<file path="config.mk">
export PLATFORM = sky130hd
export DESIGN_NAME = add_round_key_pipe
export DESIGN_NICKNAME = d
export VERILOG_FILES = /design/src/rtl/ark_pkg.sv /design/src/rtl/ark_pipe_slot.sv /design/src/rtl/add_round_key_pipe.sv
export SDC_FILE = /design/constraint.sdc
export NUM_CORES = 1
export LEC_CHECK = 0
export BUFFER_PORTS_ARGS = -buffer_cell sky130_fd_sc_hd__clkbuf_2
export CAP_MARGIN = 0
export CELL_PAD_IN_SITES_DETAIL_PLACEMENT = 0
export CELL_PAD_IN_SITES_GLOBAL_PLACEMENT = 1
export CORE_AREA = 2 2 155 157
export CTS_BUF_LIST = sky130_fd_sc_hd__clkbuf_8
export DETAILED_ROUTE_END_ITERATION = 7
export DIE_AREA = 0 0 157 159
export PLACE_DENSITY_LB_ADDON = 0.1
export SLEW_MARGIN = 20
export SYNTH_ARGS = -nofsm -noshare
export SYNTH_HDL_FRONTEND = slang
export SYNTH_SLANG_ARGS = --single-unit
</file>
<file path="constraint.sdc">
create_clock -name clk -period 3.1 [get_ports clk]
set_input_delay 0.465 -clock clk [delete_from_list [all_inputs] [get_ports clk]]
set_output_delay 0.465 -clock clk [all_outputs]
set_load 0.01 [all_outputs]
</file>
<file path="src/rtl/ark_pkg.sv">
// Shared constants and types for the AES AddRoundKey pipeline.
// Holds block/tag widths, the slot-count limit and the slot payload type.
package ark_pkg;

    localparam int AES_BLOCK_W       = 128;
    localparam int ARK_TAG_W_DEFAULT = 4;
    localparam int ARK_MAX_STAGES    = 4;

    // One slot's worth of payload at the default widths: tag above state.
    typedef struct packed {
        logic [ARK_TAG_W_DEFAULT-1:0] tag;
        logic [AES_BLOCK_W-1:0]       state;
    } ark_slot_t;

    // True when a slot count can be built.
    function automatic bit ark_stages_ok(input int stages);
        return (stages >= 1) && (stages <= ARK_MAX_STAGES);
    endfunction

endpackage

</file>
<file path="src/rtl/ark_pipe_slot.sv">
// One elastic register slot: valid bit plus payload.
// Loads whenever it is empty or its own contents leave this cycle.
module ark_pipe_slot
    import ark_pkg::*;
#(
    parameter int W = ARK_TAG_W_DEFAULT + AES_BLOCK_W
) (
    input  logic         clk,
    input  logic         rst,
    input  logic         up_valid,
    output logic         up_ready,
    input  logic [W-1:0] up_data,
    output logic         dn_valid,
    input  logic         dn_ready,
    output logic [W-1:0] dn_data
);

    logic         valid_q;
    logic         valid_d;
    logic [W-1:0] data_q;
    logic [W-1:0] data_d;
    logic         adv;

    // Advance when empty or draining; payload only changes on a real load.
    always_comb begin
        adv     = !valid_q || dn_ready;
        valid_d = valid_q;
        data_d  = data_q;
        if (adv) begin
            valid_d = up_valid;
            if (up_valid) begin
                data_d = up_data;
            end
        end
    end

    // Slot state register with synchronous clear.
    always_ff @(posedge clk) begin
        if (rst) begin
            valid_q <= 1'b0;
            data_q  <= '0;
        end else begin
            valid_q <= valid_d;
            data_q  <= data_d;
        end
    end

    assign up_ready = adv;
    assign dn_valid = valid_q;
    assign dn_data  = data_q;

endmodule

</file>
<file path="src/rtl/add_round_key_pipe.sv">
// Elastic AddRoundKey stage: state ^ key (or bypass) into a chain of
// STAGES valid/ready register slots, with the round tag carried along.
module add_round_key_pipe
    import ark_pkg::*;
#(
    parameter int DATA_W = AES_BLOCK_W,
    parameter int STAGES = 1,
    parameter int TAG_W  = ARK_TAG_W_DEFAULT
) (
    input  logic              clk,
    input  logic              rst,
    input  logic              in_valid,
    output logic              in_ready,
    input  logic [DATA_W-1:0] in_state,
    input  logic [DATA_W-1:0] in_key,
    input  logic [TAG_W-1:0]  in_tag,
    input  logic              in_bypass,
    output logic              out_valid,
    input  logic              out_ready,
    output logic [DATA_W-1:0] out_state,
    output logic [TAG_W-1:0]  out_tag,
    output logic              busy
);

    localparam int PW = TAG_W + DATA_W;

    if (!ark_stages_ok(STAGES)) begin : g_bad_stages
        $error("add_round_key_pipe: STAGES out of range");
    end

    if ((DATA_W < 8) || ((DATA_W % 8) != 0)) begin : g_bad_width
        $error("add_round_key_pipe: DATA_W must be a multiple of 8");
    end

    logic [DATA_W-1:0] mix_state;
    logic [PW-1:0]     mix_payload;

    logic [STAGES:0]   stage_valid;
    logic [PW-1:0]     stage_data [STAGES+1];

    // Round-key XOR, with bypass selected ahead of slot 0.
    always_comb begin
        mix_state   = in_bypass ? in_state : (in_state ^ in_key);
        mix_payload = {in_tag, mix_state};
    end

    assign stage_valid[0] = in_valid;
    assign stage_data[0]  = mix_payload;

    for (genvar i = 0; i < STAGES; i++) begin : g_slot
        logic rdy_in;
        logic rdy_out;

        if (i == STAGES - 1) begin : g_last
            assign rdy_in = out_ready;
        end else begin : g_mid
            assign rdy_in = g_slot[i+1].rdy_out;
        end

        ark_pipe_slot #(
            .W(PW)
        ) u_slot (
            .clk     (clk),
            .rst     (rst),
            .up_valid(stage_valid[i]),
            .up_ready(rdy_out),
            .up_data (stage_data[i]),
            .dn_valid(stage_valid[i+1]),
            .dn_ready(rdy_in),
            .dn_data (stage_data[i+1])
        );
    end

    assign in_ready  = g_slot[0].rdy_out;
    assign out_valid = stage_valid[STAGES];
    assign out_state = stage_data[STAGES][DATA_W-1:0];
    assign out_tag   = stage_data[STAGES][PW-1:DATA_W];
    assign busy      = |stage_valid[STAGES:1];

endmodule

</file>
==> results list <==
- Worst vdd ir: roughly 200 µV
* Vias/cell: 4.58
* Top Family by Delay on Critical Path: buffers and inverters
- Worst setup timing slack at the placement stage: roughly 1.2 ns
- Startpoint of the lowest-slack register-to-register path: g_slot[0].u_slot.dn_valid$_SDFFE_PP0P_
- Buffering stage count on the worst path with inverters included: 2
- Power spread over the standard cell area amounts to 470 mW/mm².
- Syn Std Cell Area: between 0.007 and 0.008 mm²
- Cell-by-cell listing of the critical path: nor2b_4 -> inv_4 -> clkbuf_2
* Terminus of the critical flop-to-flop path: g_slot[0].u_slot.dn_data[75]$_SDFFE_PP0P_
- Detail-routed net length per standard cell: about 17 µm
- Post-synthesis cell count: around 740
- Origin of the worst min-delay path: in_tag[0]
- Post-layout minimum cycle time: a little over 2 ns
- Summed over all instances, the cell type with the most area after synthesis is dfxtp_1.
- The die is 157 µm wide.
- The die is approximately 160 µm tall.
* Unrepaired setup endpoints after global routing: no
- Measured slew at the worst slew-check pin: between 0.7 and 0.8 ns
* Max-capacitance violation count: 0
- Number of slew-limit violations in the final report: 0
* Routed wire length: roughly 24000 µm
- Count of hold buffers inserted by post-cts repair: 0
- CTS Root Buffer Type: clkbuf_8
- Final Worst Setup Slack: between 1 and 1.5 ns
- Count of cell types in the netlist: 19
- The via count of the first global-routing pass is roughly 6500.
- Global routing finished with a remaining overflow of 0.
- From synthesis to final layout, the design area changed by 35.1%.
- The die covers 0.0250 mm².
- Entering global routing, the biggest net connects about 130 pins.
* Starting DRC count in detailed routing: 261
* Cell depth of the worst min-delay path: 3
- Counting flops with an async set or reset pin after synthesis yields a share of 0.
- Worst Skew: about 0.012 ns
- CP peak stage delay: around 0.38 ns
- Top post-synthesis cells by count: a21oi_1 (133), dfxtp_1 (133), xnor2_1 (128), a211oi_2 (109), nor2b_1 (106)
- The share of synthesized area in the top cell type comes to 0.364.
* Starting density of the core: 0.315
* Number of cells upsized or downsized after cts: 0
- In this run the worst path has a maximum fanout of 47.
- In this run the tightest slew margin relative to its limit is 0.533.
- Static power due to leakage: ~4.1 nW
- TritonCTS built the clock tree.
* Ports placed on the boundary: 400
- The number of nets handed over by synthesis was 1000.
- Final TNS setup: 0 ns
* Mean post-synth cell area: roughly 10 µm²
- Number of flops mapped to enable cells by yosys: 0
* FP Rows: 56
* Number of filler cells placed in the layout: about 2400
- Final number of hold-violating endpoints: 0
- Final cycle utilization of the critical path: 0.661
- During placement, the flow inserted port buffers numbering around 400.
- DR vias: roughly 6500
- The number of cells on the worst reg-to-reg path is 5.
- Category of the worst setup path capture point: output pin
- Antenna-violating nets left: 0
- Placed Cells incl. Taps: 1392
* TritonCTS sink count: ~130
- Clock slew at reported path FFs: roughly 0.080 ns
- Of the cells placed in the final design, the portion with a size suffix greater than 1 is 0.521.
* Main synth FF type: dfxtp_1
* Sequential fraction of the synthesis area: 0.364
- The finished layout holds between 1000 and 1500 standard cells, fillers aside.
- The flow ran to the end, and the final reports show no timing, DRC or antenna violations.
- Achievable clock frequency: roughly 500 MHz
- Final weighted congestion of routability-driven global placement: 0.773
- Total of endpoints with negative setup slack in the final report: 0
- Worst hold slack: between 0.2 and 0.3 ns
- For the worst setup path, the data required time is around 2.6 ns.
- The largest individual stage delay along the critical path comes from the cell inv_4.
* Core area: 0.0232 mm²
- The worst setup path is launched from a flip-flop.
* End point of the worst hold path: g_slot[0].u_slot.dn_data[128]$_SDFFE_PP0P_
* Cts bufs inserted: 17
- Flops & latches, synth: between 100 and 150
- Yosys printed 0 warnings.
* WP data arrival: approximately 1.6 ns
* Longest Clk Path Bufs: 2
* Final net count: between 1000 and 1500
- Initial antenna violation count: 2
- The completed layout was analyzed and its total power is between 4 and 5 mW.
* Global-route wire length before repair: ~36000 µm
- For this run, design rule violations remaining after detail routing come to 0.
* Setup Buffers After CTS: 0
* Critical path type: flip-flop to output pin
- Slack of the worst reg-to-reg path: about 1.3 ns
- The first detailed-routing pass ran for 4 iterations.
- Sorting the synthesized cells by area gives the leading types as dfxtp_1 (36%), a211oi_2 (19%), xnor2_1 (15%).
* Class of the worst hold path: input port to flip-flop
* Estimated wirelength of the detail-placed design: 17100 µm
- CTS built an H-tree with a depth of 4.
- Total GRT Usage: 0.186
- Clk Latency, worst-skew pair: between 0.4 and 0.5 ns
-- per-stage QoR --
step,utilization,area [µm²]
3_3_place_gp,0.408,9460
5_1_grt,0.426,9880
3_5_place_dp,0.408,9460
2_1_floorplan,-,7310
6_report,0.426,9880
4_1_cts,0.426,9880
-- where the power goes --
part | internal, mW | leakage, nW | switching (mW) | total, mW
logic | 0.533 | 2.78 | 0.623 | 1.16
clock network | 0.827 | 0.208 | 0.729 | 1.56
registers | 1.86 | 1.10 | 0.0741 | 1.93
total | 3.22 | 4.09 | 1.43 | 4.64
-- per-layer routing --
| metal | up-vias | routed length [µm] | global-route usage |
|---|---|---|---|
| li1 | 3273 | - | - |
| met1 | 2977 | 9810 | 0.221 |
| met2 | 245 | 11700 | 0.317 |
| met3 | 34 | 1840 | 0.0572 |
| met4 | 2 | 556 | 0.0621 |
| met5 | - | 12 | 0 |
-- cells in the final DEF, fill, tap and decap left out, drive strengths merged, types with 2 or more instances in the layout --
| master | netlist | layout |
|---|---|---|
| a211oi | 128 | 128 |
| a21oi | 133 | 133 |
| and2b | 2 | 2 |
| buf | 52 | 15 |
| bufinv | 0 | 2 |
| clkbuf | 21 | 418 |
| clkinv | 0 | 3 |
| clkinvlp | 0 | 3 |
| dfxtp | 133 | 133 |
| inv | 2 | 4 |
| nand3 | 4 | 4 |
| nor2b | 127 | 127 |
| o21ai | 4 | 4 |
| xnor2 | 128 | 128 |
-- cell families after synthesis --
group / synth area share
xor+xnor: 0.153
compound gates: 0.300
flops: 0.364
buf+inv: 0.0609
simple gates: 0.122
-- sequential cells by signal (all words and copies together), names as in the netlist --
register                flops
g_slot.u_slot.dn_data     132
g_slot.u_slot.dn_valid      1
-- worst min-delay path, stage by stage --
cell and delay, ns:
clkbuf_2 0.08, nand3_1 0.06, a21oi_1 0.05
-- area by class of cell --
cell class	count	area, µm²	area share
Antenna cell	1	2.50	0.000253
Tap cell	319	399	0.0404
Clock buffer	22	303	0.0306
Timing Repair Buffer	411	2170	0.220
Multi-Input combinational cell	527	4210	0.426
Clock inverter	10	119	0.0120
Inverter	2	10.0	0.00101
Sequential cell	133	2660	0.269
-- worst max path at each step --
| stage | start | end | slack [ns] | cells after the start |
|---|---|---|---|---|
| 2_1_floorplan | in_valid | g_slot[0].u_slot.dn_data[66]$_SDFFE_PP0P_ | 1.69 | 6 |
| 5_1_grt | g_slot[0].u_slot.dn_valid$_SDFFE_PP0P_ | in_ready | 0.93 | 3 |
| 4_1_cts | g_slot[0].u_slot.dn_valid$_SDFFE_PP0P_ | in_ready | 0.99 | 3 |
| 3_3_place_gp | in_bypass | g_slot[0].u_slot.dn_data[96]$_SDFFE_PP0P_ | 1.19 | 5 |
| 3_5_place_dp | in_bypass | g_slot[0].u_slot.dn_data[96]$_SDFFE_PP0P_ | 1.19 | 5 |
| 6_report | g_slot[0].u_slot.dn_valid$_SDFFE_PP0P_ | in_ready | 1.05 | 3 |
No activity file was read; power rests on OpenSTA's default activity.
